`config.mk`:
```
export PLATFORM = sky130hd
export DESIGN_NAME = mem_access_stage
export DESIGN_NICKNAME = d
export VERILOG_FILES = /design/src/rtl/mem_pkg.sv /design/src/rtl/mem_lane_align.sv /design/src/rtl/mem_access_stage.sv
export SDC_FILE = /design/constraint.sdc
export NUM_CORES = 1
export LEC_CHECK = 0
export BUFFER_PORTS_ARGS = -buffer_cell sky130_fd_sc_hd__buf_4
export CAP_MARGIN = 30
export CORE_AREA = 3 3 151 262
export CTS_CLUSTER_DIAMETER = 50
export DETAILED_ROUTE_END_ITERATION = 8
export DIE_AREA = 0 0 154 265
export PLACE_DENSITY = 0.64
export SYNTH_ARGS = -nofsm -noshare
export SYNTH_HDL_FRONTEND = slang
export SYNTH_SLANG_ARGS = --single-unit
```
`constraint.sdc`:
```
create_clock -name clk -period 2.4 [get_ports clk]
set_input_delay 0.36 -clock clk [delete_from_list [all_inputs] [get_ports clk]]
set_output_delay 0.36 -clock clk [all_outputs]
set_load 0.02 [all_outputs]
```
`src/rtl/mem_pkg.sv`:
```
// Shared encodings for the MEM stage: opcodes, writeback select,
// FSM states and the bundles carried through the MEM/WB register.
package mem_pkg;

  localparam logic [5:0] OP_LB  = 6'h20;
  localparam logic [5:0] OP_LH  = 6'h21;
  localparam logic [5:0] OP_LW  = 6'h23;
  localparam logic [5:0] OP_LBU = 6'h24;
  localparam logic [5:0] OP_LHU = 6'h25;
  localparam logic [5:0] OP_SB  = 6'h28;
  localparam logic [5:0] OP_SH  = 6'h29;
  localparam logic [5:0] OP_SW  = 6'h2B;

  localparam logic [1:0] DTR_ALU = 2'b00;
  localparam logic [1:0] DTR_MEM = 2'b01;
  localparam logic [1:0] DTR_PC4 = 2'b10;
  localparam logic [1:0] DTR_RSV = 2'b11;

  typedef enum logic {
    IDLE,
    WAIT
  } state_e;

  typedef enum logic [1:0] {
    SZ_BYTE,
    SZ_HALF,
    SZ_WORD
  } size_e;

  typedef struct packed {
    logic [31:0] pc;
    logic [31:0] alu;
    logic [31:0] rdatab;
    logic [31:0] inst;
    logic [4:0]  waddr;
    logic        regwrite;
    logic [1:0]  dtr;
    logic        memwrite;
  } mem_op_t;

  typedef struct packed {
    logic [31:0] pc;
    logic [31:0] alu;
    logic [31:0] memdata;
    logic [31:0] inst;
    logic [4:0]  waddr;
    logic        regwrite;
    logic [1:0]  dtr;
  } wb_t;

  // Unlisted opcodes fall back to a word access.
  function automatic size_e op_size(input logic [5:0] op);
    size_e sz;
    unique case (1'b1)
      (op == OP_LB) || (op == OP_LBU) || (op == OP_SB): sz = SZ_BYTE;
      (op == OP_LH) || (op == OP_LHU) || (op == OP_SH): sz = SZ_HALF;
      default:                                          sz = SZ_WORD;
    endcase
    return sz;
  endfunction

  function automatic logic op_signed(input logic [5:0] op);
    return (op == OP_LB) || (op == OP_LH);
  endfunction

endpackage

```
`src/rtl/mem_lane_align.sv`:
```
// Byte-lane steering: store enables/replication and
// load lane extract with sign or zero extension.
module mem_lane_align
  import mem_pkg::*;
(
  input  logic [5:0]  opcode,
  input  logic [1:0]  addr_lo,
  input  logic [31:0] st_data,
  input  logic [31:0] ld_raw,
  output logic [3:0]  be,
  output logic [31:0] wdata,
  output logic [31:0] ld_data,
  output logic        misaligned
);

  size_e       sz;
  logic        sgn;
  logic [31:0] shifted;
  logic [7:0]  b_sel;
  logic [15:0] h_sel;

  // Size decode, lane pick and extension per access width.
  always_comb begin
    sz         = op_size(opcode);
    sgn        = op_signed(opcode);
    shifted    = ld_raw >> {addr_lo, 3'b000};
    b_sel      = shifted[7:0];
    h_sel      = addr_lo[1] ? ld_raw[31:16] : ld_raw[15:0];
    be         = 4'b1111;
    wdata      = st_data;
    ld_data    = ld_raw;
    misaligned = 1'b0;
    case (sz)
      SZ_BYTE: begin
        be      = 4'b0001 << addr_lo;
        wdata   = {4{st_data[7:0]}};
        ld_data = {{24{sgn & b_sel[7]}}, b_sel};
      end
      SZ_HALF: begin
        be         = addr_lo[1] ? 4'b1100 : 4'b0011;
        wdata      = {2{st_data[15:0]}};
        ld_data    = {{16{sgn & h_sel[15]}}, h_sel};
        misaligned = addr_lo[0];
      end
      default: begin
        misaligned = |addr_lo;
      end
    endcase
  end

endmodule

```
`src/rtl/mem_access_stage.sv`:
```
// MEM stage: data-memory req/ack sequencing with timeout,
// misalignment fault, and the MEM/WB pipeline register.
module mem_access_stage
  import mem_pkg::*;
#(
  parameter int TIMEOUT_CYCLES = 64
) (
  input  logic        clk,
  input  logic        rst,
  input  logic [31:0] MEM_PC,
  input  logic [31:0] MEM_ALUout,
  input  logic [31:0] MEM_rdataB,
  input  logic [31:0] MEM_inst,
  input  logic [4:0]  MEM_WriteAddr,
  input  logic        MEM_RegWrite,
  input  logic [1:0]  MEM_DataToReg,
  input  logic        MEM_MemWrite,
  output logic        dmem_req,
  output logic        dmem_we,
  output logic [31:0] dmem_addr,
  output logic [31:0] dmem_wdata,
  output logic [3:0]  dmem_be,
  input  logic        dmem_ack,
  input  logic [31:0] dmem_rdata,
  output logic        mem_busy,
  output logic        mem_fault,
  output logic [31:0] WB_PC,
  output logic [31:0] WB_ALUout,
  output logic [31:0] WB_MemData,
  output logic [31:0] WB_inst,
  output logic [4:0]  WB_WriteAddr,
  output logic        WB_RegWrite,
  output logic [1:0]  WB_DataToReg
);

  localparam int CW = (TIMEOUT_CYCLES > 2) ? $clog2(TIMEOUT_CYCLES) : 1;
  localparam logic [CW-1:0] CNT_LAST = CW'(TIMEOUT_CYCLES - 1);

  state_e        state_q, state_d;
  logic [CW-1:0] cnt_q, cnt_d;
  logic          fault_q, fault_d;
  mem_op_t       op_q, op_d;
  wb_t           wb_q, wb_d;

  mem_op_t     cur_op;
  mem_op_t     sel_op;
  logic        is_mem;
  logic        misaligned;
  logic        issue;
  logic [31:0] ld_data;

  function automatic wb_t mk_wb(input mem_op_t op,
                                input logic [31:0] ld);
    wb_t w;
    w.pc       = op.pc;
    w.alu      = op.alu;
    w.inst     = op.inst;
    w.waddr    = op.waddr;
    w.dtr      = op.dtr;
    w.regwrite = op.regwrite & ~op.memwrite;
    w.memdata  = (~op.memwrite && op.dtr == DTR_MEM) ? ld : 32'h0;
    return w;
  endfunction

  // Live bundle in IDLE, latched bundle while waiting on the bus.
  always_comb begin
    cur_op.pc       = MEM_PC;
    cur_op.alu      = MEM_ALUout;
    cur_op.rdatab   = MEM_rdataB;
    cur_op.inst     = MEM_inst;
    cur_op.waddr    = MEM_WriteAddr;
    cur_op.regwrite = MEM_RegWrite;
    cur_op.dtr      = MEM_DataToReg;
    cur_op.memwrite = MEM_MemWrite;
    sel_op = (state_q == WAIT) ? op_q : cur_op;
    is_mem = sel_op.memwrite | (sel_op.dtr == DTR_MEM);
  end

  mem_lane_align u_align (
    .opcode     (sel_op.inst[31:26]),
    .addr_lo    (sel_op.alu[1:0]),
    .st_data    (sel_op.rdatab),
    .ld_raw     (dmem_rdata),
    .be         (dmem_be),
    .wdata      (dmem_wdata),
    .ld_data    (ld_data),
    .misaligned (misaligned)
  );

  // Bus drive; reset gates req so an abandoned access drops at once.
  always_comb begin
    issue     = is_mem & ~misaligned;
    dmem_req  = rst & issue;
    dmem_we   = sel_op.memwrite;
    dmem_addr = {sel_op.alu[31:2], 2'b00};
    mem_busy  = dmem_req & ~dmem_ack;
  end

  // Next-state, timeout counter, fault and writeback selection.
  always_comb begin
    state_d     = state_q;
    cnt_d       = cnt_q;
    fault_d     = fault_q;
    op_d        = op_q;
    wb_d        = wb_q;
    wb_d.regwrite = 1'b0;
    unique case (state_q)
      IDLE: begin
        cnt_d = '0;
        if (!is_mem) begin
          wb_d = mk_wb(cur_op, 32'h0);
        end else if (misaligned) begin
          fault_d = 1'b1;
        end else if (dmem_ack) begin
          wb_d = mk_wb(cur_op, ld_data);
        end else begin
          op_d    = cur_op;
          state_d = WAIT;
          cnt_d   = CW'(1);
        end
      end
      WAIT: begin
        if (dmem_ack) begin
          wb_d    = mk_wb(op_q, ld_data);
          state_d = IDLE;
          cnt_d   = '0;
        end else if (cnt_q == CNT_LAST) begin
          fault_d = 1'b1;
          state_d = IDLE;
          cnt_d   = '0;
        end else begin
          cnt_d = cnt_q + CW'(1);
        end
      end
    endcase
  end

  // State, latched op, sticky fault and MEM/WB register.
  always_ff @(posedge clk or negedge rst) begin
    if (!rst) begin
      state_q <= IDLE;
      cnt_q   <= '0;
      fault_q <= 1'b0;
      op_q    <= '0;
      wb_q    <= '0;
    end else begin
      state_q <= state_d;
      cnt_q   <= cnt_d;
      fault_q <= fault_d;
      op_q    <= op_d;
      wb_q    <= wb_d;
    end
  end

  assign mem_fault    = fault_q;
  assign WB_PC        = wb_q.pc;
  assign WB_ALUout    = wb_q.alu;
  assign WB_MemData   = wb_q.memdata;
  assign WB_inst      = wb_q.inst;
  assign WB_WriteAddr = wb_q.waddr;
  assign WB_RegWrite  = wb_q.regwrite;
  assign WB_DataToReg = wb_q.dtr;

endmodule
```
# After elaboration in Yosys (flattened, before gate mapping)
# Cells that the tools add are included.
[op_classes]
n_addsub = 1
mul = 0
div_mod_pow = 0
n_lt_le_gt_ge = 0
eq_ne = 18
shift = 2
muxes = 32
n_bitwise = 13
reduce_logical = 12
[op_table]
columns = ["cell", "count"]
rows = [
  ["$mux W136", 4],
  ["$pmux W136 S2", 1],
  ["$pmux W32 S2", 2],
  ["$mux W105", 1],
  ["$mux W32", 2],
  ["$eq A6 B6 Y1 const B", 7],
  ["$shr A32 B5 Y8", 1],
  ["$mux W16", 1],
  ["$mux W1", 12],
  ["$mux W6", 2],
  ["$pmux W6 S2", 1],
  ["$eq A2 B1 Y1 const B", 4],
  ["$ne A2 B2 Y1 const B", 4],
  ["$pmux W4 S2", 1],
  ["$reduce_and A4 Y1", 2],
  ["$and A1 B1 Y1", 7],
  ["$add A6 B1 Y6 const B", 1],
  ["$ne A3 B3 Y1 const B", 2],
  ["$pmux W1 S2", 3],
  ["$logic_or A1 B1 Y1", 5],
  ["$not A1 Y1", 5],
  ["$mux W4", 1],
  ["$pmux W2 S2", 1],
  ["$shl A1 B2 Y4 const A", 1],
  ["other kinds (6)", 7],
]
[totals]
register_bits = 281
latch_bits = 0
ram_bits = 0
mem_bits_ro = 0
output_inout_bits = 208
wordCells = 96
n_memories = 0

# Longest topological paths before layout
# Gate-level depths: netlist of run 1.
[depth]
depth_word = 12
ltp_mapped = 8
ltp_nobuf = 5

# Hierarchy
# Synthesis of run 1 repeated with hierarchy kept, for this count alone.
[hier_totals]
cells_unflattened = 1091
area_unflattened_um2 = 13875.8
[modules_own_cells]
columns = ["mod", "n_inst", "cells_per_inst", "area_each_um2", "seq_area_each_um2"]
rows = [
  ["mem_access_stage", 1, 876, 12444.4, 7031.7],
  ["mem_lane_align", 1, 215, 1431.4, 0.0],
]

# Worst setup path after synthesis of run 1
# No wires, ideal clock.
[synth_timing]
path_type = "register to output"
from = "register state_q"
to = "output port dmem_be[1]"
t_arrival_ns = 1.941
t_required_ns = 2.040
slack_ns = 0.099
stages_incl_launch_ff = 7
path_buffers = 3
path_cell_list = "dfrtp_1 -> nor4b_1 -> o211a_2 -> buf_2 -> buf_2 -> buf_1 -> o21ai_0"
[synth_between]
elab_chain_len = 7
[synth_lines]
columns = ["element", "line", "text"]
rows = [
  ["start, declared", "mem_access_stage.sv:39", "state_e state_q, state_d;"],
  ["start signal, assigned", "mem_access_stage.sv:147", "state_q <= state_d;"],
  ["$mux W105 *", "mem_access_stage.sv:75", "sel_op = (state_q == WAIT) ? op_q : cur_op;"],
  ["$eq A6 B6 Y1, on equally long branches", "mem_pkg.sv:56, mem_pkg.sv:55", ""],
  ["$logic_or A1 B1 Y1, on equally long branches (2 in series)", "mem_pkg.sv:56, mem_pkg.sv:55", ""],
  ["$pmux W2 S2", "mem_pkg.sv:54", "unique case (1'b1)"],
  ["$eq A2 B1 Y1 / $logic_not A2 Y1 (equally long branches)", "mem_lane_align.sv:33", "case (sz)"],
  ["$pmux W4 S2 *", "mem_lane_align.sv:33", ""],
  ["end, declared", "mem_access_stage.sv:22", "output logic [3:0] dmem_be,"],
]
# Every way passes the cells marked *; elsewhere a longest branch is shown, timed or not.

# Worst setup path in the final report of run 1
[layout_timing]
from = "register state_q"
to = "output port dmem_wdata[12]"
[layout_between]
elab_chain_len = 7
[layout_lines]
columns = ["element", "line", "text"]
rows = [
  ["$mux W105 *", "mem_access_stage.sv:75", ""],
  ["$eq A6 B6 Y1, on equally long branches", "mem_pkg.sv:56, mem_pkg.sv:55", ""],
  ["$logic_or A1 B1 Y1, on equally long branches (2 in series)", "mem_pkg.sv:56, mem_pkg.sv:55", ""],
  ["$pmux W2 S2", "mem_pkg.sv:54", ""],
  ["$eq A2 B1 Y1 / $logic_not A2 Y1 (equally long branches)", "mem_lane_align.sv:33", ""],
  ["$pmux W32 S2 *", "mem_lane_align.sv:33", ""],
  ["end, declared", "mem_access_stage.sv:21", "output logic [31:0] dmem_wdata,"],
]
# Marks and branches as above.

==> results of run 1 <==
==> sequential cells by signal, indices dropped and copies added, names as in the netlist <==
register and cells:
mem_fault 1, WB_ALUout 32, WB_DataToReg 2, WB_RegWrite 1
state_q 1, cnt_q 6, op_q 137, WB_PC 32
WB_WriteAddr 5, WB_inst 32, WB_MemData 32
==> routing by layer <==
| metal | wire length, um | global-route usage | up-vias |
|---|---|---|---|
| li1 | - | - | 4939 |
| met1 | 17530 | 0.2458 | 5740 |
| met4 | 2360 | 0.1054 | 0 |
| met2 | 24890 | 0.3787 | 429 |
| met5 | 0 | 0 | - |
| met3 | 2235 | 0.03071 | 127 |
==> worst max path at each step <==
stage | start | to | slack, ns | cells past startpoint
detailed placement | state_q | WB_MemData[5] | -0.0005 | 7
CTS | state_q | mem_busy | -0.32 | 7
global placement | state_q | mem_busy | -0.05 | 7
global route | state_q | dmem_wdata[12] | -0.39 | 9
finish | state_q | dmem_wdata[12] | -0.32 | 9
floorplan | state_q | dmem_be[1] | 0.1 | 6
==> logic make-up (layout without fill, tap and decap cells) <==
logic type | after synthesis | in the layout | share of synthesized area
AO/OA/AOI/OAI | 237 | 237 | 0.1510
XOR/XNOR | 4 | 4 | 0.002683
adder cells (fa/ha/maj) | 1 | 1 | 0.0009579
buffers and inverters | 111 | 598 | 0.04340
flip-flops | 281 | 281 | 0.5384
multiplexers | 206 | 206 | 0.1742
other | 1 | 3 | 0.0002871
AND/OR/NAND/NOR | 212 | 212 | 0.08910
==> cell type report <==
type                       instances  area [sq um]
timing repair buffer             523          4937
clock buffer                      38         842.1
multi-input combinational        662          6206
inverter                          19         88.84
fill                            3146         17770
clock inverter                    18         269.0
sequential                       281          7036
tap                              480         600.6
antenna                            1         2.502
==> per-stage QoR <==
| step | hold slack, ns | cell area [sq um] | util | worst slack [ns] |
|---|---|---|---|---|
| 3_3_place_gp | 0.4591 | 16790 | 0.4449 | -0.05079 |
| 5_1_grt | 0.01245 | 19980 | 0.5293 | -0.3890 |
| 3_5_place_dp | 0.4707 | 16790 | 0.4449 | -0.0004572 |
| 2_1_floorplan | 0.06441 | 13060 | - | 0.09898 |
| 4_1_cts | 0.00001876 | 19320 | 0.5117 | -0.3235 |
| 6_report | 0.02938 | 19980 | 0.5293 | -0.3206 |
==> timing repair <==
item	4_1_cts	5_1_grt
buffers inserted	21	18
hold endpoints to repair	124	0
pin swaps	24	14
hold buffers	30	0
gates resized for setup	162	86
setup endpoints to repair	69	261
cloned	11	9
==> synth_stat cells (9+ instances only) <==
master	count	area (sq um)
mux2_1	108	1216
a221o_1	101	1011
dfrtp_1	281	7032
nand2_1	28	105.1
buf_6	12	135.1
nor2b_1	11	68.82
and3_1	104	650.6
nor2_1	36	135.1
clkbuf_1	40	150.1
mux2_2	62	698.2
a21oi_1	40	200.2
a211o_1	9	78.83
inv_1	19	71.32
buf_2	30	150.1
o2bb2ai_1	23	201.4
o21ai_0	17	85.08
mux2i_1	36	360.4
a221oi_1	9	78.83
nand3_1	12	60.06
==> power by group through the flow <==
stage               combinational (uW)  sequential (uW)  clock (uW)
detailed placement                8430             8120           0
finish                            9780             8200        5220
CTS                               9340             8130        5350
global placement                  8270             8030           0
floorplan                         3760             8790           0
global route                     10300             8420        5530
==> key figures, run 1 <==
Outcome
  – Status: finished, violations left
  – Failing checks: setup timing

Pwr
  – P_int: 14860 uW
  – Comb pwr share: 0.422
  – Sw Pwr: 8338 uW
  – Leakage power: 0.009618 uW
  – Net Sw Frac: 0.3594
  – Power Density: 1161 mW/mm^2
  – Clock power share: 0.225
  – VDD IR max: 665.7 uV
  – Power Total: 23200 uW
  – Register share of total power: 0.353

Hold path
  – WHS Endpoint: op_q[42]
  – Worst Hold Depth: 2
  – Hold Path Class: in -> reg
  – HP Start: MEM_rdataB[1]

Floorplanning
  – Die area: 0.04081 sq mm
  – CORE AREA: 0.03775 sq mm
  – Height of the die: 265 um
  – Die Width: 154 um
  – Initial Util: 0.3459
  – Io pins: 380
  – Row count: 94

GRT
  – Grt total ovfl: 0
  – Initial antenna violation count: 1
  – Pin count of the biggest net entering global routing: 150
  – Total GRT Usage: 0.2119
  – First-pass GRT wire length: 69440 um
  – Vias in the first global route: 11831

Place
  – Port Buffer Count: 377
  – Post-DP HPWL: 30430 um
  – Cells after DPL: 1883
  – Placer Congestion: 0.8662

Finish
  – Commonest non-fill, non-tap cell in the layout: buf_4
  – Layout area overhead: 53.00%
  – Leading cell types in the layout, fill and taps excluded: 390 x buf_4, 280 x dfrtp_1, 103 x and3_1
  – Final net count: 1690
  – Share of cells above drive strength 1: 0.4692
  – Non-Filler Instances: 2022

Setup path
  – Critical Path AT: 2.36 ns
  – Crit-path max FO: 8
  – WP buf/inv: 4
  – CP top delay family: buffers and inverters
  – Crit. End Element: output pin
  – Crit path required time: 2.04 ns
  – Max incr delay on CP: 0.52 ns
  – Critical setup path kind: reg -> out
  – R2R Path End: WB_PC[28]
  – Reg2reg start: state_q
  – Startpoint types: flop
  – R2R setup slack: -0.06 ns
  – CP max stage cell: dfrtp_4
  – CP Cell Sequence: nor4b_4, buf_4, o211a_4, buf_12, nand2_8, buf_12, nor2_2, a21oi_2, buf_4
  – R2r worst-path depth: 9

STA
  – Unrepaired setup endpoints after global routing: yes
  – Max frequency: 367.6 MHz
  – Setup_tns: -13.36 ns
  – Period utilization: 1.134
  – Fin. max-slew vios: 0
  – Slew HR: 0.4441
  – Post-layout minimum cycle time: 2.721 ns
  – Final setup vio count: 152
  – Slack of the critical path: -0.3206 ns
  – Final Hold Fails: 0
  – Clk_skew: 0.01604 ns
  – Worst Max-Slew Pin Slew: 0.8338 ns

Clocking
  – CTS max path bufs: 3
  – Clock slew at reported path FFs: 0.07 ns
  – Depth of the CTS H-tree: 1
  – Root buffer cell: clkbuf_16
  – CTS tree: done
  – Clk Latency, worst-skew pair: 0.56 ns
  – Clk sinks: 281
  – TritonCTS Buffers: 30

Run
  – Max cap viols: 0

Route
  – Drt via density: 5.556
  – ANT nets after route: 0
  – First DRT Iteration DRCs: 653
  – Vias post-DR: 11235
  – DR pass1 iterations: 7
  – Routed wire length: 47020 um
  – DRC violation count after routing: 0
  – Avg WL per Cell: 23.25 um

Synthesis
  – Avg Inst Size Synth: 12.40 sq um
  – Post-Syn Area: 0.01306 sq mm
  – Main synth FF type: dfrtp_1
  – Async set-reset flop share out of synthesis: 1.000
  – Cell variety after synth: 58
  – Register area share after synthesis: 0.5384
  – Flops & latches, synth: 281
  – Gate Count Post-Synth: 1053
  – YS warnings: 0
  – EDFF count, synth: 0
Power figures use the tool's default switching activity.
==> run 2, diff against run 1 <==
CTS_BUF_LIST = sky130_fd_sc_hd__clkbuf_8   (was unset)
==> key figures, run 2 (synthesized netlist as in run 1, its figures left out) <==
Outcome
  – Status: finished, violations left
  – Failing checks: setup timing

Clocking
  – CTS tree: done
  – Root buffer cell: clkbuf_8
  – Clk sinks: 281 (unchanged)
  – Clk Latency, worst-skew pair: 0.60 ns (+0.04 ns)
  – TritonCTS Buffers: 46 (+53%)
  – CTS max path bufs: 3 (unchanged)
  – Clock slew at reported path FFs: 0.07 ns (about the same)
  – Depth of the CTS H-tree: 2 (+1)

Setup path
  – Startpoint types: flop
  – Crit. End Element: output pin
  – Crit path required time: 2.04 ns (about the same)
  – Crit-path max FO: 8 (unchanged)
  – Critical setup path kind: reg -> out
  – R2R setup slack: -0.09 ns (-0.03 ns)
  – Critical Path AT: 2.47 ns (+0.11 ns)

Pwr
  – VDD IR max: 589.1 uV (-12%)
  – Leakage power: 0.01033 uW (+7.4%)
  – Power Density: 1079 mW/mm^2 (-7.1%)

Finish
  – Biggest register: op_q
  – Largest register FFs: 137 (unchanged)
  – Final instance area: 0.02161 sq mm (+8.2%)
  – Layout area overhead: 65.50%
  – Leading cell types in the layout, fill and taps excluded: 380 x buf_4, 280 x dfrtp_1, 136 x dlygate4sd3_1
  – Layout fillers: 2977 (-5.4%)
  – Share of cells above drive strength 1: 0.4624 (-0.006772)
  – Final net count: 1827 (+8.1%)
  – Commonest non-fill, non-tap cell in the layout: buf_4

Floorplanning
  – Initial Util: 0.3459 (unchanged)
  – Die Width: 154 um (unchanged)
  – Io pins: 380 (unchanged)
  – CORE AREA: 0.03775 sq mm (unchanged)
  – Height of the die: 265 um (unchanged)
  – Die area: 0.04081 sq mm (unchanged)
  – Row count: 94 (unchanged)

STA
  – Setup_tns: -19.89 ns (-6.526 ns)
  – Final Hold Fails: 0 (unchanged)
  – Final setup vio count: 164 (+7.9%)
  – Max frequency: 353.6 MHz (-3.8%)
  – Worst Max-Slew Pin Slew: 0.8903 ns (+0.05649 ns)
  – Unrepaired setup endpoints after global routing: yes
  – Period utilization: 1.178 (+0.04483)
  – Slew HR: 0.4065 (-0.03766)
  – Slack of the critical path: -0.4282 ns (-0.1076 ns)
  – Clk_skew: 0.03096 ns (+0.01492 ns)
  – Post-layout minimum cycle time: 2.828 ns (+0.1076 ns)
  – Fin. max-slew vios: 0 (unchanged)

GRT
  – First-pass GRT wire length: 71770 um (+3.4%)
  – Total GRT Usage: 0.2193 (+0.007422)
  – Pin count of the biggest net entering global routing: 150 (unchanged)
  – Vias in the first global route: 12581 (+6.3%)
  – Grt total ovfl: 0 (unchanged)
  – Initial antenna violation count: 3 (+2)

Route
  – DRC violation count after routing: 0 (unchanged)
  – ANT nets after route: 0 (unchanged)
  – Routed wire length: 51450 um (+9.4%)
  – Drt via density: 5.521 (-0.63%)
  – DR pass1 iterations: 6 (-1)
  – Avg WL per Cell: 23.69 um (+1.9%)
  – Vias post-DR: 11992 (+6.7%)
  – First DRT Iteration DRCs: 688 (+5.4%)

Place
  – Port Buffer Count: 377 (unchanged)
  – Placer Congestion: 0.8662 (unchanged)
  – Post-DP HPWL: 30430 um (unchanged)
  – Placed instance area: 0.01679 sq mm (unchanged)

Hold path
  – Hold Path Class: in -> reg

Run
  – Max cap viols: 0 (unchanged)
run 2: cell count changes in the layout (fill, tap and decap cells not counted), moves of 8 or more:
cell           before  now
dlygate4sd3_1      30  136
clkbuf_8            4   59
clkbuf_16          38   18
o2bb2ai_1          23    7
o2bb2ai_2           0   15
inv_1              11   23
buf_4             390  380
a21oi_1            15    7
a21oi_4             6   14
run 2: power breakdown:
group	total [uW]	switching (uW)	leakage [uW]	internal, uW
Clock	4520	2080	0.000557	2440
Sequential	8240	1460	0.00348	6780
Combinational	10600	5160	0.00630	5390
Total	23300	8700	0.0103	14600
run 2: worst paths after layout:
path	start	end	depth (start not counted)
setup / recovery	state_q	dmem_wdata[18]	8
hold / removal	dmem_rdata[18]	WB_MemData[18]	3
setup reg to reg	state_q	op_q[134]	9
hold reg to reg	op_q[24]	op_q[24]	1
max in group asynchronous	rst	WB_ALUout[22]	3
min in group asynchronous	rst	op_q[1]	3
run 2: what timing repair did:
action | CTS | global route
resized for setup | 164 | 141
endpoints found under the hold margin | 504 | 0
gates cloned | 12 | 24
endpoints found under the setup margin | 71 | 308
hold buffers | 136 | 0
pin swaps | 26 | 57
buffers inserted | 20 | 19
run 2: metal layers:
metal | wire length (um) | part of all wire | global-route usage
met2 | 27320 | 0.53 | 0.3868
met4 | 2958 | 0.057 | 0.1257
met3 | 2604 | 0.051 | 0.03594
met1 | 18570 | 0.36 | 0.2489
met5 | 0 | 0 | 0
run 2: layout make-up:
class	count	area [sq um]	share of cell area
Multi-Input combinational cell	662	6415	0.2968
Tap cell	480	600.6	0.02779
Sequential cell	281	7036	0.3255
Timing Repair Buffer	644	6480	0.2998
Antenna cell	3	7.507	0.0003473
Inverter	19	88.84	0.004110
Clock inverter	24	175.2	0.008104
Clock buffer	59	812.0	0.03757
run 2: stage by stage:
stage                     utilization  hold WS, ns  total power (uW)  worst slack [ns]  std cells
after floorplan                     -      0.06441             12550           0.09898       1054
after global placement         0.4449       0.4591             16300          -0.05079       1883
after detailed placement       0.4449       0.4707             16540        -0.0004572       1883
after CTS                      0.5373    0.0008780             22300           -0.3817       2133
after global routing           0.5725      0.01820             24390           -0.5153       2172
final                          0.5725      0.05606             23320           -0.4282       2172
run 2: worst max-delay path: stages (launching register included):
cell	delay [ns]
dfrtp_4	0.52
nor4b_4	0.30
buf_4	0.16
o211a_4	0.19
buf_12	0.15
buf_4	0.13
a211oi_4	0.04
a21oi_2	0.21
buf_6	0.16
